### config.mk
export PLATFORM = sky130hd
export DESIGN_NAME = adder_pipe64_flat
export DESIGN_NICKNAME = d
export VERILOG_FILES = /design/src/rtl/adder_pipe64_if.sv /design/src/rtl/adder_pipe64.sv /design/src/flat_wrapper.sv
export SDC_FILE = /design/constraint.sdc
export NUM_CORES = 1
export LEC_CHECK = 0
export CAP_MARGIN = 15
export CORE_ASPECT_RATIO = 1.1
export CORE_MARGIN = 3
export CORE_UTILIZATION = 38
export CTS_BUF_LIST = sky130_fd_sc_hd__clkbuf_8
export DETAILED_ROUTE_END_ITERATION = 8
export DONT_BUFFER_PORTS = 1
export HOLD_SLACK_MARGIN = 0.08
export PLACE_DENSITY = 0.56
export SYNTH_ARGS = -nofsm -noshare
export SYNTH_HDL_FRONTEND = slang
export SYNTH_SLANG_ARGS = --single-unit
### constraint.sdc
create_clock -name clk -period 13.2 [get_ports clk]
set_clock_uncertainty 0.15 [all_clocks]
set_input_delay 3.3 -clock clk [delete_from_list [all_inputs] [get_ports clk]]
set_output_delay 3.3 -clock clk [all_outputs]
set_load 0.01 [all_outputs]
### src/rtl/adder_pipe64_if.sv
`default_nettype none
// ============================================================================
// Module   : adder_pipe64_if
// Purpose  : Operand/result handshake bundle for the pipelined adder.
//            The issue side (master) drives operands and out_ready; the
//            adder (slave) drives in_ready and the registered result.
// Signals  : in_valid/in_ready    operand beat handshake
//            a, b, c_in, sub      operands and operation select
//            out_valid/out_ready  result beat handshake
//            sum, c_out,
//            overflow, zero       result and flags
// Revision : 1.0 - initial release
// ============================================================================
interface adder_pipe64_if #(
    parameter int WIDTH = 64
);
    logic             in_valid;
    logic             in_ready;
    logic [WIDTH-1:0] a;
    logic [WIDTH-1:0] b;
    logic             c_in;
    logic             sub;
    logic             out_valid;
    logic             out_ready;
    logic [WIDTH-1:0] sum;
    logic             c_out;
    logic             overflow;
    logic             zero;

    modport master (
        output in_valid, a, b, c_in, sub, out_ready,
        input  in_ready, out_valid, sum, c_out, overflow, zero
    );

    modport slave (
        input  in_valid, a, b, c_in, sub, out_ready,
        output in_ready, out_valid, sum, c_out, overflow, zero
    );
endinterface
`default_nettype wire

### src/rtl/adder_pipe64.sv
`default_nettype none
// ============================================================================
// Module   : adder_pipe64
// Purpose  : Stallable pipelined add/subtract unit. One ripple slice of
//            WIDTH/SLICES bits per stage, carry registered between stages.
//            Unconsumed operand bits ride along (skew), finished sum slices
//            are carried forward (deskew) so the full result lines up in
//            the output register. Latency SLICES cycles, one beat/cycle.
// Ports    : clk  - system clock, rising edge
//            rst  - synchronous active-high reset
//            bus  - adder_pipe64_if.slave (operand and result handshakes)
// Revision : 1.0 - initial release
// ============================================================================
module adder_pipe64 #(
    parameter int WIDTH  = 64,
    parameter int SLICES = 4
) (
    input  wire logic       clk,
    input  wire logic       rst,
    adder_pipe64_if.slave   bus
);

    localparam int c_SLICE_W = WIDTH / SLICES;
    // Stage k (k = 0 .. SLICES-2) keeps WIDTH-(k+1)*S operand bits and
    // (k+1)*S finished sum bits; the per-stage fields are packed end to end.
    localparam int c_SKEW_TOT = (SLICES - 1) * WIDTH - c_SLICE_W * (SLICES - 1) * SLICES / 2;
    localparam int c_DONE_TOT = c_SLICE_W * (SLICES - 1) * SLICES / 2;
    localparam int c_LAST     = SLICES - 2;  // stage feeding the output register
    localparam int c_LAST_SKEW_OFF = c_LAST * WIDTH - c_SLICE_W * c_LAST * (c_LAST + 1) / 2;
    localparam int c_LAST_DONE_OFF = c_SLICE_W * c_LAST * (c_LAST + 1) / 2;

    if ((SLICES < 2) || ((WIDTH % SLICES) != 0)) begin : g_cfg_check
        $error("adder_pipe64: SLICES (%0d) must be >= 2 and divide WIDTH (%0d)", SLICES, WIDTH);
    end

    // Ripple chain of full-adder cells; returns {carry_out, sum}.
    function automatic logic [c_SLICE_W:0] f_ripple(
        input logic [c_SLICE_W-1:0] x,
        input logic [c_SLICE_W-1:0] y,
        input logic                 ci
    );
        logic [c_SLICE_W:0] r;
        logic               c;
        c = ci;
        r = '0;
        for (int i = 0; i < c_SLICE_W; i++) begin
            r[i] = x[i] ^ y[i] ^ c;
            c    = (x[i] & y[i]) | (c & (x[i] ^ y[i]));
        end
        r[c_SLICE_W] = c;
        return r;
    endfunction

    // Single advance enable: the whole pipe moves or the whole pipe holds.
    logic w_adv;
    logic r_out_valid;
    assign w_adv        = !r_out_valid || bus.out_ready;
    assign bus.in_ready = w_adv;

    logic [c_SKEW_TOT-1:0] w_skew_a;
    logic [c_SKEW_TOT-1:0] w_skew_b;
    logic [c_DONE_TOT-1:0] w_done_q;
    logic [SLICES-2:0]     w_vld_q;
    logic [SLICES-2:0]     w_cy_q;

    for (genvar k = 0; k < SLICES - 1; k++) begin : g_stage
        localparam int c_IN_W     = WIDTH - k * c_SLICE_W;
        localparam int c_SKEW_W   = c_IN_W - c_SLICE_W;
        localparam int c_DONE_W   = (k + 1) * c_SLICE_W;
        localparam int c_SKEW_OFF = k * WIDTH - c_SLICE_W * k * (k + 1) / 2;
        localparam int c_DONE_OFF = c_SLICE_W * k * (k + 1) / 2;

        logic [c_IN_W-1:0]   w_a;
        logic [c_IN_W-1:0]   w_b_eff;
        logic                w_ci;
        logic                w_vld;
        logic [c_SLICE_W:0]  w_add;
        logic [c_DONE_W-1:0] w_done_nxt;

        logic                r_vld;
        logic                r_cy;
        logic [c_SKEW_W-1:0] r_a;
        logic [c_SKEW_W-1:0] r_b_eff;
        logic [c_DONE_W-1:0] r_done;

        if (k == 0) begin : g_head
            // Subtract is a + ~b + 1, so the inverted operand and forced
            // carry enter here and c_in is dropped.
            assign w_a        = bus.a;
            assign w_b_eff    = bus.sub ? ~bus.b : bus.b;
            assign w_ci       = bus.sub | bus.c_in;
            assign w_vld      = bus.in_valid && w_adv;
            assign w_done_nxt = w_add[c_SLICE_W-1:0];
        end else begin : g_body
            localparam int c_PREV_SKEW_OFF = (k - 1) * WIDTH - c_SLICE_W * (k - 1) * k / 2;
            localparam int c_PREV_DONE_OFF = c_SLICE_W * (k - 1) * k / 2;
            assign w_a        = w_skew_a[c_PREV_SKEW_OFF +: c_IN_W];
            assign w_b_eff    = w_skew_b[c_PREV_SKEW_OFF +: c_IN_W];
            assign w_ci       = w_cy_q[k-1];
            assign w_vld      = w_vld_q[k-1];
            assign w_done_nxt = {w_add[c_SLICE_W-1:0], w_done_q[c_PREV_DONE_OFF +: k * c_SLICE_W]};
        end

        assign w_add = f_ripple(w_a[c_SLICE_W-1:0], w_b_eff[c_SLICE_W-1:0], w_ci);

        always_ff @(posedge clk) begin
            if (rst) begin
                r_vld   <= 1'b0;
                r_cy    <= 1'b0;
                r_a     <= '0;
                r_b_eff <= '0;
                r_done  <= '0;
            end else if (w_adv) begin
                r_vld   <= w_vld;
                r_cy    <= w_add[c_SLICE_W];
                r_a     <= w_a[c_IN_W-1:c_SLICE_W];
                r_b_eff <= w_b_eff[c_IN_W-1:c_SLICE_W];
                r_done  <= w_done_nxt;
            end
        end

        assign w_skew_a[c_SKEW_OFF +: c_SKEW_W] = r_a;
        assign w_skew_b[c_SKEW_OFF +: c_SKEW_W] = r_b_eff;
        assign w_done_q[c_DONE_OFF +: c_DONE_W] = r_done;
        assign w_vld_q[k]                       = r_vld;
        assign w_cy_q[k]                        = r_cy;
    end

    // Final slice: its operand MSBs are the operand MSBs, so the signed
    // overflow rule is evaluated right here on the top slice.
    logic [c_SLICE_W-1:0] w_fa;
    logic [c_SLICE_W-1:0] w_fb;
    logic [c_SLICE_W:0]   w_fadd;
    logic [WIDTH-1:0]     w_fsum;

    assign w_fa   = w_skew_a[c_LAST_SKEW_OFF +: c_SLICE_W];
    assign w_fb   = w_skew_b[c_LAST_SKEW_OFF +: c_SLICE_W];
    assign w_fadd = f_ripple(w_fa, w_fb, w_cy_q[c_LAST]);
    assign w_fsum = {w_fadd[c_SLICE_W-1:0], w_done_q[c_LAST_DONE_OFF +: WIDTH - c_SLICE_W]};

    logic [WIDTH-1:0] r_sum;
    logic             r_c_out;
    logic             r_overflow;
    logic             r_zero;

    always_ff @(posedge clk) begin
        if (rst) begin
            r_out_valid <= 1'b0;
            r_sum       <= '0;
            r_c_out     <= 1'b0;
            r_overflow  <= 1'b0;
            r_zero      <= 1'b0;
        end else if (w_adv) begin
            r_out_valid <= w_vld_q[c_LAST];
            r_sum       <= w_fsum;
            r_c_out     <= w_fadd[c_SLICE_W];
            r_overflow  <= (w_fa[c_SLICE_W-1] == w_fb[c_SLICE_W-1]) &&
                           (w_fadd[c_SLICE_W-1] != w_fa[c_SLICE_W-1]);
            r_zero      <= (w_fsum == '0);
        end
    end

    assign bus.out_valid = r_out_valid;
    assign bus.sum       = r_sum;
    assign bus.c_out     = r_c_out;
    assign bus.overflow  = r_overflow;
    assign bus.zero      = r_zero;

endmodule
`default_nettype wire

### src/flat_wrapper.sv
// flat-port wrapper written by rule: the top's interface ports become plain ports
module adder_pipe64_flat 
#(
    parameter int WIDTH  = 64,
    parameter int SLICES = 4
)
  (clk, rst, bus_in_valid, bus_a, bus_b, bus_c_in, bus_sub, bus_out_ready, bus_in_ready, bus_out_valid, bus_sum, bus_c_out, bus_overflow, bus_zero);
  adder_pipe64_if #(.WIDTH(WIDTH)) bus_i ();
  input  wire logic clk;
  input  wire logic rst;
  input wire logic [$bits(bus_i.in_valid)-1:0] bus_in_valid;
  input wire logic [$bits(bus_i.a)-1:0] bus_a;
  input wire logic [$bits(bus_i.b)-1:0] bus_b;
  input wire logic [$bits(bus_i.c_in)-1:0] bus_c_in;
  input wire logic [$bits(bus_i.sub)-1:0] bus_sub;
  input wire logic [$bits(bus_i.out_ready)-1:0] bus_out_ready;
  output wire logic [$bits(bus_i.in_ready)-1:0] bus_in_ready;
  output wire logic [$bits(bus_i.out_valid)-1:0] bus_out_valid;
  output wire logic [$bits(bus_i.sum)-1:0] bus_sum;
  output wire logic [$bits(bus_i.c_out)-1:0] bus_c_out;
  output wire logic [$bits(bus_i.overflow)-1:0] bus_overflow;
  output wire logic [$bits(bus_i.zero)-1:0] bus_zero;
  assign bus_i.in_valid = bus_in_valid;
  assign bus_i.a = bus_a;
  assign bus_i.b = bus_b;
  assign bus_i.c_in = bus_c_in;
  assign bus_i.sub = bus_sub;
  assign bus_i.out_ready = bus_out_ready;
  assign bus_in_ready = bus_i.in_ready;
  assign bus_out_valid = bus_i.out_valid;
  assign bus_sum = bus_i.sum;
  assign bus_c_out = bus_i.c_out;
  assign bus_overflow = bus_i.overflow;
  assign bus_zero = bus_i.zero;
  adder_pipe64 #(.WIDTH(WIDTH), .SLICES(SLICES)) u_core (.clk(clk), .rst(rst), .bus(bus_i));
endmodule
==> results.md, run 1 <==
- Top FF cell, synth: dfxtp_1
- H-tree Lvls: 2
- Cell Rows: 74
- Clock root cell: clkbuf_8
- Net count, final: 1832
- Remaining Overflow, GRT: 0
- CP max FO: 65
- Crit-path slowest cell: fa_1
- Starting density of the core: 39.1%
- Seq/Total Area, Yosys: 49.4%
- Syn_nets: 1892
- Post-synth top cells: 572 x nand2_1, 362 x dfxtp_1, 287 x a21oi_1
- Buffers & Inverters on Critical Path: 1
- Initial DRC count: 630
- FILL cells: just under 4000
- Final antenna-violating net count: 0
- Pre-CTS setup slack: about 3000 ps
- CP delay by family, top: adder cells
- Hold Startpoint: u_core.g_stage[0].r_a[28]$_SDFFE_PP0N_
- Area of the mapped netlist: 0.0147 mm²
- Final Max Slew Viols: 0
- Vias in the first global route: about 10000
- Post-synth EDFFs: 0
- Critical path class: input port to flop
- Leakage power: 6.05 nW
- TritonCTS Buffers: 60
- Maximum buffer depth of the clock tree: 3
- Crit path from: bus_sub
- RR Startpoint: u_core.g_stage[2].r_b_eff[0]$_SDFFE_PP0N_
- Via Count: 10613
- Synth warn: 0
- Register bit total from synthesis: 362
- Pin count of the biggest net entering global routing: 364
- Hold/Removal Path Class: flop to flop
- Async set-reset flop share out of synthesis: 0%
- Synth top area share: 49.4%
- Count of cell types in the netlist: 31
- GPL Wtd Cong: 0.762
- Total Wirelength: approximately 34 mm
- # DRC: 0
- Core Util, Final: between 40% and 50%
- CP cell instances: xor2_1 > fa_1 > inv_1 > fa_1 > fa_1 > fa_1 > fa_1 > fa_1 > fa_1 > fa_1 > fa_1 > fa_1 > fa_1 > fa_1 > fa_1 > fa_1 > fa_1 > fa_1 > a211oi_2
- Post-CTS sizing: 0
- CTS tree: yes
- First-pass GRT wire length: between 50 and 60 mm
- Top Ports: 203
- Min cycle time layout: 9530 ps
- Die width: 193 µm
- Required @ worst endpoint: 13610 ps
- DR WL/cell: approximately 16 µm
- Cells after synthesis: 1693
- Status: completed
- Core area: 0.0376 mm²
- Startpoint Class: input port
- Post-route clock period utilization: 72.2%
- Post-DP HPWL: around 22 mm
- Final WS setup: around 3700 ps
- N_diodes: 0
- Gr usage total: between 10% and 20%
- Post-CTS Setup Bufs: 0
- RSZ-0062 raised after global routing: false
- CP most frequent cell: fa_1
- Hold-fix buffers, CTS: 0
- Area leader, netlist: dfxtp_1
- Max-cap violations: 0
- Vias per cell: 4.91
- CP arrival: 9940 ps
- Share of cells above drive strength 1: 8.10%
- Peak VDD IR: 0.0000885 V
- Sum Neg Setup Slack: 0 ps
- Largest cells by area after synthesis: dfxtp_1 49%, nand2_1 15%, a21oi_1 9.8%
- Least-Margin Pin Slew: a little over 1000 ps
- Clk Latency, worst-skew pair: approximately 640 ps
- Final setup vio count: 0
- Most numerous cell in the Yosys netlist: nand2_1
- Fmax: 105 MHz
- Slew margin rel.: 30.8%
- Reg clk slew, reported paths: 60 ps
- PD cells: 146 mW/mm²
- Die height: approximately 210 µm
- First-pass DRT Iterations: 4
- Max incr delay on CP: 460 ps
- Clock Sinks: between 300 and 400
- Crit path capture type: flop
- Area Growth Syn to Fin: 8.08%
- Port Buffers: 0
- Final hold viol count: 0
- Die ar.: between 0.04 and 0.05 mm²
- Syn_area_per_cell: roughly 8.7 µm²
- Initial antenna violation count: 0
## final timing paths
kind                                                to  slack, ps  cells after the start
max          u_core.g_stage[0].r_done[15]$_SDFFE_PP0N_       3670                     19
min             u_core.g_stage[0].r_a[28]$_SDFFE_PP0N_        300                      2
max reg2reg               u_core.bus.zero$_SDFFE_PP0N_       4770                     23
min reg2reg     u_core.g_stage[0].r_a[28]$_SDFFE_PP0N_        300                      2
## flip-flops by register name, indices dropped and copies added, names as in the netlist, 3 cells and up
name and cells:
u_core.bus.sum 64, u_core.g_stage.r_a 96, u_core.g_stage.r_b_eff 96, u_core.g_stage.r_cy 3
u_core.g_stage.r_done 96, u_core.g_stage.r_vld 3
## where the power goes
group	total, mW	internal, mW	leakage (nW)	switching (mW)
registers	1.22	1.17	2.98	0.0532
logic	0.175	0.0856	2.44	0.0894
clock network	0.927	0.495	0.635	0.432
## layout make-up
| class | instances | area [µm²] | area share (%) |
|---|---|---|---|
| Sequential cell | 362 | 7250 | 45.7 |
| Clock buffer | 73 | 1000 | 6.33 |
| Clock inverter | 23 | 114 | 0.717 |
| Tap cell | 494 | 618 | 3.89 |
| Multi-Input combinational cell | 1166 | 6670 | 42.1 |
| Inverter | 38 | 150 | 0.946 |
| Timing Repair Buffer | 5 | 62.6 | 0.394 |
## worst register-to-register path: stages, from the launching register on
cell and delay, ps:
dfxtp_1 320, fa_1 450, fa_1 460, fa_1 480
fa_1 470, fa_1 460, fa_1 490, fa_1 480
fa_1 460, fa_1 460, fa_1 460, fa_1 460
fa_1 420, inv_1 90, fa_1 180, inv_1 60
fa_1 450, fa_1 420, inv_1 90, fa_1 240
nor4bb_1 220, nand3_1 100, or3_1 380, o21ai_1 110
## cells in the final DEF (no fill, tap or decap), drive strengths merged, types with 2 or more instances in the layout
| cell | count |
|---|---|
| or4 | 3 |
| inv | 51 |
| a21oi | 287 |
| buf | 5 |
| xor2 | 4 |
| nor2 | 77 |
| nand4 | 3 |
| clkinv | 10 |
| nand2 | 572 |
| xnor2 | 61 |
| nor4 | 12 |
| clkbuf | 73 |
| a211oi | 73 |
| dfxtp | 362 |
| nor3 | 2 |
| fa | 64 |
## routing by layer
metal	up-vias	wire, µm	part of all wire, %	global-route usage [%]
li1	5363	-	-	-
met1	4996	15100	44	21.0
met2	203	16400	48	27.3
met3	51	2160	6.3	4.75
met4	0	778	2.3	5.94
met5	-	0	0	0
## metrics by stage
stage          power (mW)  std cells  hold WS (ps)  area (µm²)
4_1_cts              2.37       2161           292       15900
2_1_floorplan        1.39       1693           282       14700
3_5_place_dp         1.43       2065           291       14800
6_report             2.32       2161           296       15900
3_3_place_gp         1.42       2065           288       14800
5_1_grt              2.45       2161           311       15900
## cells by family after synthesis
| family | synth area share, % |
|---|---|
| simple gates | 17.8 |
| flops | 49.4 |
| buf+inv | 5.23 |
| xor+xnor | 3.88 |
| fa+ha+maj | 8.81 |
| compound gates | 14.9 |
Power figures use the tool's default switching activity.
==> inputs of run 2 (changes only) <==
PLACE_DENSITY = 0.58   (was 0.56)
clock period = 8.32 ns   (was 13.2 ns; I/O delays follow)
==> results.md, run 2 (synthesis results as in run 1) <==
- Hold path depth: 2 (unchanged)
- CP most frequent cell: fa_2 (was fa_1)
- Initial antenna violation count: 0 (unchanged)
- CP cell instances: fa_2 > fa_2 > fa_1 > fa_2 > fa_2 > fa_2 > fa_2 > fa_1 > fa_2 > fa_2 > fa_2 > fa_1 > inv_1 > fa_1 > inv_1 > fa_1 > fa_1 > inv_1 > fa_1 > buf_4 > xor2_1 > nor3_1 > a21oi_1 > nor2_1 (was xor2_1 > fa_1 > inv_1 > fa_1 > fa_1 > fa_1 > fa_1 > fa_1 > fa_1 > fa_1 > fa_1 > fa_1 > fa_1 > fa_1 > fa_1 > fa_1 > fa_1 > fa_1 > a211oi_2)
- Final setup vio count: 0 (unchanged)
- Worst Hold Path EP: u_core.g_stage[1].r_a[31]$_SDFFE_PP0N_ (was u_core.g_stage[0].r_a[28]$_SDFFE_PP0N_)
- Final std cell area, no fill: 0.0160 mm² (was 0.0159 mm²)
- Port Buffers: 0 (unchanged)
- Crit-path slowest cell: fa_1 (unchanged)
- PD cells: 235 mW/mm² (was 146 mW/mm²)
- Commonest non-fill, non-tap cell in the layout: nand2_1 (unchanged)
- FILL cells: 3825 (was 3928)
- Reg2Reg Depth: 24 (was 23)
- Pre-CTS setup slack: -111 ps (was 3030 ps)
- Post-route clock period utilization: roughly 96%
- Fmax: about 130 MHz
- Worst Hold Margin: 278 ps (was 296 ps)
- Hold-fix buffers, CTS: 0 (unchanged)
- Core area: 0.0376 mm² (unchanged)
- CP delay by family, top: adder cells (unchanged)
- TritonCTS Buffers: 60 (unchanged)
- First-pass DRT Iterations: 5 (was 4)
- Register Area: 0.00725 mm² (unchanged)
- Total Power: 3.77 mW (was 2.32 mW)
- Core Util, Final: 42.6% (was 42.2%)
- Peak VDD IR: 0.000120 V (was 0.0000885 V)
- Maximum buffer depth of the clock tree: 3 (unchanged)
- Critical path class: flop to flop (was input port to flop)
- Initial DRC count: 601 (was 630)
- CTS tree: yes (unchanged)
- FF-to-FF setup slack: 360 ps (was 4770 ps)
- Crit path capture type: flop (unchanged)
- CP arrival: 8320 ps (was 9940 ps)
- RSZ-0062 raised after global routing: false (unchanged)
- Cells after DPL: 2068 (was 2065)
- Clk Latency, worst-skew pair: 630 ps (was 640 ps)
- Share of cells above drive strength 1: 9.37% (was 8.10%)
- Die width: 193 µm (unchanged)
- Net count, final: 1835 (was 1832)
- Top Ports: 203 (unchanged)
- N_diodes: 0 (unchanged)
- Multi-input combinational cell area: 0.00674 mm² (was 0.00667 mm²)
- Area Growth Syn to Fin: 9.17% (was 8.08%)
- Post-DP HPWL: 23.9 mm (was 21.7 mm)
- Biggest registers after layout: u_core.g_stage.r_a: 96 flops, u_core.g_stage.r_b_eff: 96 flops, u_core.g_stage.r_done: 96 flops (unchanged)
- Final antenna-violating net count: 0 (unchanged)
- # DRC: 0 (unchanged)
- Min cycle time layout: 7960 ps
- Slew margin rel.: 25.1% (was 30.8%)
- Sum Neg Setup Slack: 0 ps (unchanged)
- Vias in the first global route: 10255 (was 10481)
- Met2 Use GR: 25.5% (was 27.3%)
- Die ar.: 0.0410 mm² (unchanged)
- First-pass GRT wire length: 56.9 mm (was 55.6 mm)
- RR Startpoint: u_core.g_stage[2].r_b_eff[0]$_SDFFE_PP0N_ (unchanged)
- Final hold viol count: 0 (unchanged)
- Placed inst area: 0.0148 mm² (about the same)
- M3 GR Usage: 4.87% (was 4.75%)
- DR WL/cell: 16.4 µm (was 15.9 µm)
- Final WS setup: 362 ps (was 3670 ps)
- R2R Path End: u_core.bus.overflow$_SDFFE_PP0N_ (was u_core.bus.zero$_SDFFE_PP0N_)
- Startpoint Class: flop (was input port)
- Reg clk slew, reported paths: 60 ps (about the same)
- H-tree Lvls: 2 (unchanged)
- Commonest non-fill, non-tap cells in the layout: 572 x nand2_1, 362 x dfxtp_1, 287 x a21oi_1 (unchanged)
- Vias per cell: 4.84 (was 4.91)
- Total Wirelength: 35.8 mm (was 34.4 mm)
- Clock Sinks: 362 (unchanged)
- Gr busiest metal: met2 (unchanged)
- Finished Layout Cells: 2181 (was 2161)
- Max-cap violations: 0 (unchanged)
- Die height: 212 µm (unchanged)
- Cell Rows: 74 (unchanged)
- Hold Startpoint: u_core.g_stage[0].r_a[47]$_SDFFE_PP0N_ (was u_core.g_stage[0].r_a[28]$_SDFFE_PP0N_)
- Final Max Slew Viols: 0 (unchanged)
- Least-Margin Pin Slew: 1120 ps (was 1040 ps)
- Met1 Resource Use GR: 24.0% (was 21.0%)
- Buffers & Inverters on Critical Path: 4 (was 1)
- Gr usage total: 17.0% (was 16.6%)
- Leakage power: 6.13 nW (was 6.05 nW)
- Remaining Overflow, GRT: 0 (unchanged)
- Via Count: 10560 (was 10613)
- Pin count of the biggest net entering global routing: 364 (unchanged)
- Status: completed (unchanged)
- CP max FO: 2 (was 65)
- Required @ worst endpoint: 8690 ps (was 13610 ps)
- GPL Wtd Cong: 0.778 (was 0.762)
- Max incr delay on CP: 460 ps (about the same)
- Critical path depth: 24 (was 19)
- Hold/Removal Path Class: flop to flop (unchanged)
- Starting density of the core: 39.1% (unchanged)
- Clock root cell: clkbuf_8 (unchanged)
-- run 2: cell types whose count changed in the layout (fill, tap and decap cells not counted), moves of 2 or more --
| cell | before | now |
|---|---|---|
| fa_1 | 64 | 42 |
| clkinv_2 | 10 | 4 |
| buf_4 | 3 | 8 |
| inv_1 | 48 | 68 |
| buf_12 | 2 | 0 |
| clkinvlp_4 | 0 | 2 |
| fa_2 | 0 | 22 |
| inv_8 | 3 | 1 |
-- run 2: final cells by class --
| type | instances | area share (%) |
|---|---|---|
| clock buffers | 73 | 6.27 |
| clock inverters | 40 | 1.33 |
| inverters | 38 | 0.937 |
| multi-input cells | 1166 | 42.0 |
| flip-flops and latches | 362 | 45.2 |
| well taps | 494 | 3.86 |
| repair buffers | 8 | 0.375 |
-- run 2: worst max path at each step --
stage,start,end
global route,u_core.g_stage[2].r_b_eff[0]$_SDFFE_PP0N_,u_core.bus.overflow$_SDFFE_PP0N_
global placement,u_core.g_stage[2].r_b_eff[0]$_SDFFE_PP0N_,u_core.bus.overflow$_SDFFE_PP0N_
finish,u_core.g_stage[2].r_b_eff[0]$_SDFFE_PP0N_,u_core.bus.overflow$_SDFFE_PP0N_
CTS,u_core.g_stage[2].r_b_eff[0]$_SDFFE_PP0N_,u_core.bus.overflow$_SDFFE_PP0N_
floorplan,bus_sub,u_core.g_stage[0].r_done[15]$_SDFFE_PP0N_
detailed placement,u_core.g_stage[2].r_b_eff[0]$_SDFFE_PP0N_,u_core.bus.overflow$_SDFFE_PP0N_
-- run 2: what timing repair did --
item,in CTS,in global routing
setup endpoints to repair,2,2
pin swaps,0,1
resized for setup,4,5
gates cloned,0,0
buffers inserted,0,0
-- run 2: per-layer routing --
metal / routed length (µm) / part of all wire (%) / up-vias
met2: 15500 / 43 / 212
met3: 2310 / 6.5 / 54
met4: 720 / 2.0 / 0
met1: 17200 / 48 / 4908
li1: - / - / 5386
met5: 0 / 0 / -
-- run 2: worst register-to-register path, cell delays in order, from the launching register on --
cell	delay, ps
dfxtp_1	330
fa_2	400
fa_2	410
fa_1	460
fa_2	430
fa_2	410
fa_2	400
fa_2	410
fa_1	460
fa_2	410
fa_2	410
fa_2	410
fa_1	410
inv_1	80
fa_1	180
inv_1	60
fa_1	440
fa_1	420
inv_1	90
fa_1	410
buf_4	150
xor2_1	140
nor3_1	190
a21oi_1	60
nor2_1	120
-- run 2: report_power, final --
group	leakage (nW)	switching [mW]	total, mW	internal, mW
registers	2.98	0.0887	1.94	1.85
clock network	0.734	0.706	1.53	0.828
logic	2.41	0.153	0.298	0.144
